File: config.mk
export PLATFORM = sky130hd
export DESIGN_NAME = uart_tx_framed
export DESIGN_NICKNAME = d
export VERILOG_FILES = /design/src/rtl/uart_pkg.sv /design/src/rtl/uart_tx_fifo.sv /design/src/rtl/uart_tx_framed.sv
export SDC_FILE = /design/constraint.sdc
export NUM_CORES = 1
export LEC_CHECK = 0
export CORE_MARGIN = 2
export CORE_UTILIZATION = 60
export DETAILED_ROUTE_END_ITERATION = 10
export HOLD_SLACK_MARGIN = 0.1
export PLACE_DENSITY = 0.9
export RECOVER_POWER = 50
export SLEW_MARGIN = 0
export SYNTH_ARGS = -nofsm -noshare
export SYNTH_HDL_FRONTEND = slang
export SYNTH_SLANG_ARGS = --single-unit
File: constraint.sdc
create_clock -name sys_clk -period 6.7 [get_ports sys_clk]
set_clock_uncertainty 0.15 [all_clocks]
set_input_delay 0.67 -clock sys_clk [delete_from_list [all_inputs] [get_ports sys_clk]]
set_output_delay 0.67 -clock sys_clk [all_outputs]
set_load 0.03 [all_outputs]
File: src/rtl/uart_pkg.sv
// Shared definitions for the framed UART transmitter: parity modes,
// transmit FSM encoding and parity helpers.
package uart_pkg;

  localparam logic [1:0] PAR_NONE = 2'b00;
  localparam logic [1:0] PAR_EVEN = 2'b01;
  localparam logic [1:0] PAR_ODD  = 2'b10;

  // Widest supported data word; parity is computed over a zero-extended copy.
  localparam int MAX_DATA_BITS = 9;

  typedef enum logic [2:0] {
    ST_IDLE,
    ST_START,
    ST_DATA,
    ST_PARITY,
    ST_STOP
  } tx_state_e;

  // Mode 2'b11 is reserved and behaves like PAR_NONE.
  function automatic logic parity_enabled(input logic [1:0] mode);
    return (mode == PAR_EVEN) || (mode == PAR_ODD);
  endfunction

  // Even: bit makes the total count of ones even. Odd: total count odd.
  function automatic logic parity_bit(input logic [1:0] mode,
                                      input logic [MAX_DATA_BITS-1:0] data);
    return (mode == PAR_ODD) ? ~^data : ^data;
  endfunction

endpackage

File: src/rtl/uart_tx_fifo.sv
// Synchronous input FIFO for the UART transmitter. Head word is visible on
// rdata while not empty; full and empty are registered from the next level.
module uart_tx_fifo #(
  parameter int DATA_BITS  = 8,
  parameter int FIFO_DEPTH = 4,
  localparam int PTR_W     = $clog2(FIFO_DEPTH),
  localparam int LVL_W     = PTR_W + 1
) (
  input  logic                 clk,
  input  logic                 rst,
  input  logic                 push,
  input  logic                 pop,
  input  logic [DATA_BITS-1:0] wdata,
  output logic [DATA_BITS-1:0] rdata,
  output logic                 full,
  output logic                 empty,
  output logic [LVL_W-1:0]     level
);

  logic [DATA_BITS-1:0] mem_q [FIFO_DEPTH];
  logic [PTR_W-1:0]     wr_ptr_q, wr_ptr_d;
  logic [PTR_W-1:0]     rd_ptr_q, rd_ptr_d;
  logic [LVL_W-1:0]     level_q, level_d;
  logic                 full_q, full_d;
  logic                 empty_q, empty_d;
  logic                 push_ok, pop_ok;

  // A push while full is dropped; a pop while empty is ignored.
  assign push_ok = push && !full_q;
  assign pop_ok  = pop && !empty_q;

  // Pointer, level and flag update for this cycle's push/pop pair.
  always_comb begin
    wr_ptr_d = wr_ptr_q;
    rd_ptr_d = rd_ptr_q;
    level_d  = level_q;
    if (push_ok) wr_ptr_d = wr_ptr_q + 1'b1;
    if (pop_ok)  rd_ptr_d = rd_ptr_q + 1'b1;
    case ({push_ok, pop_ok})
      2'b10:   level_d = level_q + 1'b1;
      2'b01:   level_d = level_q - 1'b1;
      default: level_d = level_q;
    endcase
    full_d  = (level_d == LVL_W'(FIFO_DEPTH));
    empty_d = (level_d == '0);
  end

  // Control state; reset discards contents by clearing pointers and level.
  always_ff @(posedge clk) begin
    if (rst) begin
      wr_ptr_q <= '0;
      rd_ptr_q <= '0;
      level_q  <= '0;
      full_q   <= 1'b0;
      empty_q  <= 1'b1;
    end else begin
      wr_ptr_q <= wr_ptr_d;
      rd_ptr_q <= rd_ptr_d;
      level_q  <= level_d;
      full_q   <= full_d;
      empty_q  <= empty_d;
    end
  end

  // Storage array; no reset needed since level gates every read.
  always_ff @(posedge clk) begin
    if (push_ok) mem_q[wr_ptr_q] <= wdata;
  end

  assign rdata = mem_q[rd_ptr_q];
  assign full  = full_q;
  assign empty = empty_q;
  assign level = level_q;

endmodule

File: src/rtl/uart_tx_framed.sv
// Framed UART transmitter: FIFO-buffered input, internal baud divider,
// runtime parity mode and 1/2 stop bits. Line output lags the FSM state by
// one cycle so every output comes straight from a flop.
//
//   state     | meaning
//   ----------+----------------------------------------------------
//   ST_IDLE   | line high, waiting for a word in the FIFO
//   ST_START  | start bit (low) for one bit time
//   ST_DATA   | DATA_BITS data bits, LSB first
//   ST_PARITY | parity bit, only when the frame config enables it
//   ST_STOP   | one or two stop bits (high), then next word or idle
module uart_tx_framed
  import uart_pkg::*;
#(
  parameter int CLKS_PER_BIT = 5208,
  parameter int DATA_BITS    = 8,
  parameter int FIFO_DEPTH   = 4,
  localparam int LVL_W       = $clog2(FIFO_DEPTH) + 1
) (
  input  logic                 sys_clk,
  input  logic                 rst,
  input  logic                 tx_valid,
  output logic                 tx_ready,
  input  logic [DATA_BITS-1:0] tx_data_in,
  input  logic [1:0]           parity_mode,
  input  logic                 stop2,
  output logic                 busy,
  output logic [LVL_W-1:0]     fifo_level,
  output logic                 serial_out
);

  localparam int BAUD_W = $clog2(CLKS_PER_BIT);
  localparam int BIT_W  = $clog2(DATA_BITS);
  localparam logic [BAUD_W-1:0] BAUD_LAST = BAUD_W'(CLKS_PER_BIT - 1);
  localparam logic [BIT_W-1:0]  BIT_LAST  = BIT_W'(DATA_BITS - 1);

  tx_state_e            state_q, state_d;
  logic [BAUD_W-1:0]    baud_cnt_q, baud_cnt_d;
  logic [BIT_W-1:0]     bit_cnt_q, bit_cnt_d;
  logic [DATA_BITS-1:0] shift_q, shift_d;
  logic                 stop2_cfg_q, stop2_cfg_d;
  logic                 par_en_q, par_en_d;
  logic                 par_val_q, par_val_d;
  logic                 serial_out_q, serial_out_d;
  logic                 busy_q, busy_d;

  logic                 bit_done;
  logic                 load;
  logic [DATA_BITS-1:0] fifo_rdata;
  logic                 fifo_full, fifo_empty;

  uart_tx_fifo #(
    .DATA_BITS  (DATA_BITS),
    .FIFO_DEPTH (FIFO_DEPTH)
  ) u_fifo (
    .clk   (sys_clk),
    .rst   (rst),
    .push  (tx_valid),
    .pop   (load),
    .wdata (tx_data_in),
    .rdata (fifo_rdata),
    .full  (fifo_full),
    .empty (fifo_empty),
    .level (fifo_level)
  );

  assign bit_done = (baud_cnt_q == BAUD_LAST);

  // Next-state, counters and frame loading; a load pops the FIFO head and
  // freezes the config so mid-frame input changes only affect later frames.
  always_comb begin
    state_d     = state_q;
    baud_cnt_d  = bit_done ? '0 : baud_cnt_q + 1'b1;
    bit_cnt_d   = bit_cnt_q;
    shift_d     = shift_q;
    stop2_cfg_d = stop2_cfg_q;
    par_en_d    = par_en_q;
    par_val_d   = par_val_q;
    load        = 1'b0;

    case (state_q)
      ST_IDLE: begin
        baud_cnt_d = '0;
        load       = !fifo_empty;
      end
      ST_START: begin
        if (bit_done) begin
          state_d   = ST_DATA;
          bit_cnt_d = '0;
        end
      end
      ST_DATA: begin
        if (bit_done) begin
          shift_d   = shift_q >> 1;
          bit_cnt_d = bit_cnt_q + 1'b1;
          if (bit_cnt_q == BIT_LAST) begin
            state_d   = par_en_q ? ST_PARITY : ST_STOP;
            bit_cnt_d = '0;
          end
        end
      end
      ST_PARITY: begin
        if (bit_done) state_d = ST_STOP;
      end
      ST_STOP: begin
        if (bit_done) begin
          if (stop2_cfg_q && (bit_cnt_q == '0)) begin
            bit_cnt_d = bit_cnt_q + 1'b1;
          end else begin
            state_d = ST_IDLE;
            load    = !fifo_empty;
          end
        end
      end
      default: state_d = ST_IDLE;
    endcase

    // Queued word goes straight from the last stop cycle into START.
    if (load) begin
      state_d     = ST_START;
      bit_cnt_d   = '0;
      shift_d     = fifo_rdata;
      stop2_cfg_d = stop2;
      par_en_d    = parity_enabled(parity_mode);
      par_val_d   = parity_bit(parity_mode, MAX_DATA_BITS'(fifo_rdata));
    end
  end

  // Line level and busy derived from the current state, registered below.
  always_comb begin
    case (state_q)
      ST_START:  serial_out_d = 1'b0;
      ST_DATA:   serial_out_d = shift_q[0];
      ST_PARITY: serial_out_d = par_val_q;
      default:   serial_out_d = 1'b1;
    endcase
    busy_d = (state_q != ST_IDLE) || !fifo_empty;
  end

  // State and datapath registers; reset aborts any frame in flight.
  always_ff @(posedge sys_clk) begin
    if (rst) begin
      state_q      <= ST_IDLE;
      baud_cnt_q   <= '0;
      bit_cnt_q    <= '0;
      shift_q      <= '0;
      stop2_cfg_q  <= 1'b0;
      par_en_q     <= 1'b0;
      par_val_q    <= 1'b0;
      serial_out_q <= 1'b1;
      busy_q       <= 1'b0;
    end else begin
      state_q      <= state_d;
      baud_cnt_q   <= baud_cnt_d;
      bit_cnt_q    <= bit_cnt_d;
      shift_q      <= shift_d;
      stop2_cfg_q  <= stop2_cfg_d;
      par_en_q     <= par_en_d;
      par_val_q    <= par_val_d;
      serial_out_q <= serial_out_d;
      busy_q       <= busy_d;
    end
  end

  assign serial_out = serial_out_q;
  assign busy       = busy_q;
  assign tx_ready   = !fifo_full;

endmodule

# Word level (Yosys, flattened, before mapping)
# Memories as Yosys holds them, arrays and structs flattened. A register that Yosys moved wholly into a read port is not among the register bits.
# Index checks and enable logic that the tools add are counted.
# Widths: inputs -> output; s select.
# classes
addsub	6
eq_ne	25
muxes	28
n_bitwise	1
reduce_logical	22
# ops
operator	count
$mux 3	12
$mux 8	3
$ne 3x2->1 const B	6
$pmux 3 s5	1
$ne 2x2->1 const B	7
$reduce_and 7->1	2
$add 13x1->13 const B	1
$eq 13x13->1 const B	1
$eq 3x3->1 const B	3
$logic_not 3->1	3
$pmux 3 s3	1
$reduce_xnor 9->1	1
$reduce_xor 9->1	1
$add 3x1->3 const B	2
$eq 3x2->1 const B	2
$mux 1	6
$pmux 3 s2	1
$reduce_bool 3->1	2
$reduce_and 5->1	1
$add 2x1->2 const B	2
$eq 2x1->1 const B	2
$eq 2x2->1 const B	2
$mux 2	2
$reduce_bool 2->1	2
other kinds (12)	16
# word_totals
register_bits	41
ramBits	32
out_inout_bits	6
mem_count	1
# mem_list
memory	depth	word_bits	read_ports	rd_clocked_by_memory_dff	wr	line	text
u_fifo.mem_q	4	8	1	1	1	uart_tx_fifo.sv:20	logic [DATA_BITS-1:0] mem_q [FIFO_DEPTH];

# Longest topological paths before layout
# Gate-level depths: netlist of the first run.
# depth
ltp_word	9
mapped_depth	15

# By module
# From an unflattened synthesis of the first run, not the netlist that was laid out.
# hier_totals
cells_unflattened	299
area_unflattened_um2	3438.3
# by_module_without_submodules
module	instances	cells_per_inst	area_per_inst_um2	seq_area_each_um2
uart_tx_framed	1	199	1744.2	640.6
uart_tx_fifo	1	100	1694.1	1181.1

# Least setup slack after synthesis of the first run
# OpenSTA, ideal clock, no wires.
# synth_path
kind	register -> register
start	reg baud_cnt_q[0]
end	reg u_fifo.empty_q (netlist: u_fifo.empty)
setup_ns	0.121
arrival_time_ns	2.642
t_required_ns	6.429
setup_slack_ns	3.788
stages_incl_launch_ff	15
path_buffers	2
synth_period_minus_slack_ns	2.912
path_cell_list	dfxtp_1 ha_1 and4bb_2 a41oi_1 or2_2 clkbuf_1 inv_1 buf_6 ha_1 fa_1 xnor2_1 nor2_1 xnor2_1 nor2_1 a21oi_1
# synth_between
elab_chain_cells	7
# synth_lines
item	line	text
start: declaration	uart_tx_framed.sv:38	logic [BAUD_W-1:0] baud_cnt_q, baud_cnt_d;
start signal: assignment	uart_tx_framed.sv:154	baud_cnt_q <= baud_cnt_d;
$eq 13x13->1 *	uart_tx_framed.sv:67	assign bit_done = (baud_cnt_q == BAUD_LAST);
$mux 1 *	uart_tx_framed.sv:106	if (bit_done) begin
$pmux 1 s2 *	uart_tx_framed.sv:81	case (state_q)
$logic_and 1x1->1 *	uart_tx_fifo.sv:30	assign pop_ok = pop && !empty_q;
$eq 2x1->1 or $eq 2x2->1 (tied branches)	uart_tx_fifo.sv:39	case ({push_ok, pop_ok})
$pmux 3 s2 *	uart_tx_fifo.sv:39	
$logic_not 3->1 *	uart_tx_fifo.sv:45	empty_d = (level_d == '0);
end signal: assignment	uart_tx_fifo.sv:61	empty_q <= empty_d;
end: declaration	uart_tx_fifo.sv:25	logic empty_q, empty_d;
# Every way passes the cells marked *; elsewhere a longest branch is shown, timed or not.
# A chain may end at the register's enable or synchronous reset.

# Worst setup path after layout of the first run
# layout_path
start	reg baud_cnt_q[8]
end	reg u_fifo.empty_q (netlist: u_fifo.empty)
# Same word-level chain as after synthesis.

==> impl_metrics.yaml, run 1 <==
worst_setup_path:
  rr_startpoint: "baud_cnt_q[8]"
  cp-startpoint: "baud_cnt_q[8]"
  r2r_end: "u_fifo.empty"
  crit_slowest_cell: "nor4b_1"
  endpoint_kind: "flip-flop"
  path_buf_inv: 1
  path_cells: "nor4b_1, a41oi_1, or2_2, inv_1, ha_1, fa_1, xnor2_1, nor2_1, xnor2_1, nor2_1, a21oi_1"
  worst_ep_required_time_ns: 6.83
  endpoint: "u_fifo.empty"
  reg2reg_slack_ns: 3.41
  critPathMaxFanout: 16
  cp-start-kind: "flip-flop"
  critical_path_class: "flip-flop to flip-flop"
  cp.arrival_ns: 3.42
  ff2ff_path_depth: 11
  path_depth: 11
  crit_path_max_incr_delay_ns: 0.57
  crit_family: "simple AND/OR/NAND/NOR gates"
clock_network:
  post_cts_buffers: 0
  cts_buffers: 9
  clk_pin_slew_ns: 0.08
  clk_latency_ns: 0.35
  root_buffer: "clkbuf_8"
  postCtsHoldBufs: 0
  cts_resized: 0
  numClockSinks: 75
  cts_max_level: 3
  clockBufferDepth: 2
  cts_tree: "yes"
finish:
  fin_util_pct: 71.9
  area_delta_synth_final_pct: 13.4
  final_cells: 373
  drive_gt1_share_pct: 7.92
  regArea_um2: 1820
  layout_commonest_cell: "dfxtp_1"
  multi_input_area_um2: 1340
  n_antenna_cell: 0
  fin_nets: 323
  final.fill_count: 358
  final_cell_mix: "43 x dfxtp_1, 32 x edfxtp_1, 30 x nor2_1"
  fin_area_um2: 3740
sta:
  setup-violations-final: 0
  tightest_slew_ns: 0.852
  hold_viol_final: 0
  fmax_mhz: 304
  final-max-slew-violation-count: 0
  rsz0062_at_grt: "false"
  finalCritPeriodShare_pct: 49.1
  period_minus_slack_ns: 3.29
  timing.slew.headroom_pct: 42.7
  tns_ns: 0
die:
  row_count: 26
  initial_core_util_pct: 63.4
  die_y_um: 78.1
  ioPinCount: 20
  dieArea_um2: 6110
  die_w_um: 78.1
  core_um2: 5200
synth:
  synth_top_cell_by_area: "edfxtp_1"
  yosys_register_bits: 75
  synthTopCellsByArea: "edfxtp_1 29%, dfxtp_1 26%, mux4_1 4.8%"
  synthesis.nets: 307
  synth.top_cell.area_share_pct: 29.1
  mappedNetlistArea_um2: 3300
  synth.avg_cell_area_um2: 11.7
  synth_edf_count: 32
  synth-main-ff-cell: "dfxtp_1"
  synthCells: 282
  async_reset_ff_share_pct: 0
  ys_seq_area_share_pct: 55.2
  ys_warn_count: 0
  synth.distinct_cells: 49
power:
  powerDensity_nw_per_um2: 371
  finalPower_uw: 1390
  p_int_uw: 973
  ir_worst_vdd_uv: 248
  swShare_pct: 29.9
  power_switching_uw: 414
  seqPwrFrac_pct: 43.6
  p_leak_uw: 0.00131
  clkPwrFrac_pct: 29.4
  comb_power_share_pct: 27.0
drt:
  antenna_left: 0
  vias: 2145
  wl_per_cell_um: 15.1
  totalWireLength_mm: 5.64
  vias_per_cell: 5.75
  drc: 0
  drt-pass1-iter-count: 4
  drtIter0Drc: 121
global_route:
  gr-total-overflow: 0
  grt_pass1_vias: 2050
  grt_max_degree: 26
  grt_pass1_wl_mm: 9.68
  grt_antenna_before_repair: 0
  grtUsageTotal_pct: 20.4
worst_hold_path:
  hold_class: "flip-flop to flip-flop"
  hold_path_depth: 1
placed_design:
  place_congestion: 0.834
  place_inst: 357
  port_buffers: 19
  place_hpwl_mm: 3.93
  post_dp_cell_area_um2: 3500
run:
  maxCapViolCount: 0
outcome:
  status: "finished clean"
[worst min path at each step]
stage | to | start | slack [ns]
floorplan | busy | u_fifo.empty | 0.25
global placement | baud_cnt_q[0] | baud_cnt_q[0] | 0.29
detailed placement | busy | u_fifo.empty | 0.31
CTS | busy | u_fifo.empty | 0.32
global route | busy | u_fifo.empty | 0.34
finish | busy | u_fifo.empty | 0.32
[final cells by class]
cell class / count / share of cell area [%]
Inverter: 13 / 1.30
Clock buffer: 13 / 5.42
Tap cell: 70 / 2.34
Clock inverter: 3 / 1.27
Multi-Input combinational cell: 180 / 35.9
Timing Repair Buffer: 19 / 5.09
Sequential cell: 75 / 48.7
[per-stage QoR]
stage	setup slack, ns	hold WS [ns]
floorplan	3.79	0.250
global placement	3.64	0.291
detailed placement	3.49	0.305
CTS	3.47	0.318
global route	3.12	0.338
finish	3.41	0.320
[cells in the mapped netlist (all sizes together) (5+ instances only)]
master  instances
inv            13
edfxtp         32
xor2            9
mux4            8
ha             10
nand3          13
clkbuf         10
and2            5
a22oi           5
nand2          12
nor2           30
a21oi          21
o21ai           7
dfxtp          43
xnor2          11
[routing by layer]
metal,GRT usage (%),wire (um),vias to the layer above
met5,0,0,-
met2,33.9,2860,51
met1,26.8,2500,1033
met3,3.56,207,12
met4,8.42,72,0
li1,-,-,1049
[sequential cells by signal, indices dropped and copies added, names as in the netlist, named ones only]
register and count:
u_fifo.empty 1, serial_out 1, baud_cnt_q 13, u_fifo.wr_ptr_q 2, par_val_q 1, u_fifo.mem_q 32
busy 1, u_fifo.full 1, shift_q 8, u_fifo.rd_ptr_q 2, bit_cnt_q 3, stop2_cfg_q 1
state_q 3, par_en_q 1, u_fifo.level 3
[cell families (layout without fill, tap and decap cells)]
| family | after synthesis | count (layout) | synth area share, % |
|---|---|---|---|
| AND/OR/NAND/NOR | 93 | 93 | 14.9 |
| flip-flops | 75 | 75 | 55.2 |
| AO/OA/AOI/OAI | 43 | 43 | 7.93 |
| buffers and inverters | 27 | 48 | 3.91 |
| XOR/XNOR | 21 | 21 | 6.22 |
| multiplexers | 12 | 12 | 7.40 |
| adder cells (fa/ha/maj) | 11 | 11 | 4.40 |
[power groups by stage]
stage	Combinational [uW]	Sequential (uW)	Clock, uW
finish	374	604	408
global route	407	614	435
CTS	380	605	413
detailed placement	378	614	0
global placement	364	611	0
floorplan	310	604	0
(Power assumes the default switching activity.)
==> run 2: changes to the inputs <==
--- a/config.mk
+++ b/config.mk
@@ -6,10 +6,10 @@
 export NUM_CORES = 1
 export LEC_CHECK = 0
 export CORE_MARGIN = 2
-export CORE_UTILIZATION = 60
+export CORE_UTILIZATION = 53
 export DETAILED_ROUTE_END_ITERATION = 10
 export HOLD_SLACK_MARGIN = 0.1
-export PLACE_DENSITY = 0.9
+export PLACE_DENSITY = 0.85
 export RECOVER_POWER = 50
 export SLEW_MARGIN = 0
 export SYNTH_ARGS = -nofsm -noshare
==> constraint.sdc (replaced) <==
create_clock -name sys_clk -period 2.85 [get_ports sys_clk]
set_clock_uncertainty 0.15 [all_clocks]
set_input_delay 0.285 -clock sys_clk [delete_from_list [all_inputs] [get_ports sys_clk]]
set_output_delay 0.285 -clock sys_clk [all_outputs]
set_load 0.03 [all_outputs]
==> run 2 against run 1 <==
  * Global-route usage fell by 3.1 points
  * Combinational power rose to 2.5 times the previous value
  * Power rose by 130%
  * Design area rose by 1.2%
  * Via count did not move
  * Clock-buffer cell count fell by 2
  * Critical path type unchanged
  * Largest cell class unchanged
==> impl_metrics.yaml, run 2 (same netlist as run 1, synthesis figures left out) <==
outcome:
  status: "finished clean"
drt:
  totalWireLength_mm: 5.69
  wl_per_cell_um: 14.7
  drc: 0
  vias: 2145
  antenna_left: 0
  vias_per_cell: 5.56
  drt-pass1-iter-count: 4
  drtIter0Drc: 93
placed_design:
  place_congestion: 0.723
  place_worst_setup_slack_ns: 0.0839
  post_dp_cell_area_um2: 3560
  port_buffers: 19
  place_hpwl_mm: 3.86
clock_network:
  root_buffer: "clkbuf_8"
  cts_tree: "yes"
  clk_latency_ns: 0.35
  cts_resized: 0
  cts_buffers: 9
  numClockSinks: 75
  clk_pin_slew_ns: 0.07
  post_cts_buffers: 0
  postCtsHoldBufs: 0
  cts_max_level: 3
  clockBufferDepth: 2
finish:
  final_cell_mix: "42 x dfxtp_1, 32 x edfxtp_1, 30 x nor2_1"
  area_delta_synth_final_pct: 14.8
  n_antenna_cell: 0
  top_register: "u_fifo.mem_q"
  largest_register_ffs: 32
  top_regs: "u_fifo.mem_q (32), baud_cnt_q (13), shift_q (8)"
  fin_util_pct: 63.6
  drive_gt1_share_pct: 10.9
  final.fill_count: 465
  fin_area_um2: 3790
  layout_commonest_cell: "dfxtp_1"
  fin_nets: 331
sta:
  final-max-slew-violation-count: 0
  tns_ns: 0
  setup-violations-final: 0
  period_minus_slack_ns: 2.61
  fmax_mhz: 383
  timing.slew.headroom_pct: 52.9
  rsz0062_at_grt: "false"
  setup_ws_ns: 0.237
  tightest_slew_ns: 0.706
  finalCritPeriodShare_pct: 91.7
  hold_viol_final: 0
die:
  die_w_um: 82.9
  core_um2: 5960
  die_y_um: 82.9
  dieArea_um2: 6870
  initial_core_util_pct: 55.4
  ioPinCount: 20
  row_count: 28
power:
  comb_power_share_pct: 29.6
  p_int_uw: 2250
  swShare_pct: 29.9
  ir_worst_vdd_uv: 465
  seqPwrFrac_pct: 43.4
  powerDensity_nw_per_um2: 847
  clkPwrFrac_pct: 27.0
  p_leak_uw: 0.00132
  power_switching_uw: 959
worst_setup_path:
  worst_ep_required_time_ns: 2.98
  critPathMaxFanout: 4
  cp-start-kind: "flip-flop"
  cp.arrival_ns: 2.74
  endpoint_kind: "flip-flop"
  critical_path_class: "flip-flop to flip-flop"
global_route:
  grt_pass1_vias: 2126
  grt_max_degree: 16
  grt_antenna_before_repair: 0
  grt_pass1_wl_mm: 9.49
  grtUsageTotal_pct: 17.3
  gr-total-overflow: 0
run:
  maxCapViolCount: 0
worst_hold_path:
  hold_class: "flip-flop to flip-flop"
## run 2: cell types whose count changed in the layout (fill, tap and decap cells not counted), moves of 2 or more
cell and change:
ha_1 -2, ha_2 +2, clkinv_2 +2, buf_4 +6, clkbuf_1 +3, clkbuf_16 -3
dlygate4sd3_1 -5, clkdlybuf4s50_1 +5
## run 2: per-layer routing
metal	part of all wire (%)	GRT usage, %	vias to the layer above
met5	0	0	-
met4	2.4	8.20	0
met3	3.9	6.56	12
met2	49	28.7	33
met1	45	19.8	1041
li1	-	-	1059
## run 2: layout make-up
class                           instances  area, um^2  share of cell area, %
Sequential cell                        75        1820                   48.1
Multi-Input combinational cell        180        1370                   36.2
Timing Repair Buffer                   27         243                   6.41
Clock buffer                           11         131                   3.47
Tap cell                               75        93.8                   2.48
Clock inverter                          5        77.6                   2.05
Inverter                               13        48.8                   1.29
## run 2: power groups by stage
stage	registers, uW	clock network (uW)	logic, uW
6_report	1390	866	950
3_3_place_gp	1410	0	924
5_1_grt	1410	931	1050
4_1_cts	1390	884	962
2_1_floorplan	1420	0	731
3_5_place_dp	1410	0	949
## run 2: critical path: stages, from the launching register on
cell and delay, ns:
dfxtp_2 0.34, ha_2 0.19, and4bb_2 0.26, a41oi_2 0.21
or2_2 0.15, inv_1 0.05, ha_2 0.18, fa_1 0.37
xnor2_1 0.14, nor2_1 0.06, xnor2_1 0.21, nor2_1 0.08
a21oi_1 0.14
## run 2: final timing paths
| check | start | slack (ns) | end | cells after the start |
|---|---|---|---|---|
| min | baud_cnt_q[0] | 0.29 | baud_cnt_q[0] | 1 |
| max | baud_cnt_q[0] | 0.24 | u_fifo.empty | 12 |
| max reg2reg | baud_cnt_q[0] | 0.24 | u_fifo.empty | 12 |
| min reg2reg | baud_cnt_q[0] | 0.29 | baud_cnt_q[0] | 1 |
## run 2: metrics by stage
stage / cells / hold WS, ns / total power (uW)
final: 386 / 0.287 / 3210
after global routing: 386 / 0.326 / 3390
after CTS: 386 / 0.302 / 3240
after detailed placement: 370 / 0.293 / 2360
after global placement: 370 / 0.289 / 2330
after floorplan: 282 / 0.234 / 2150
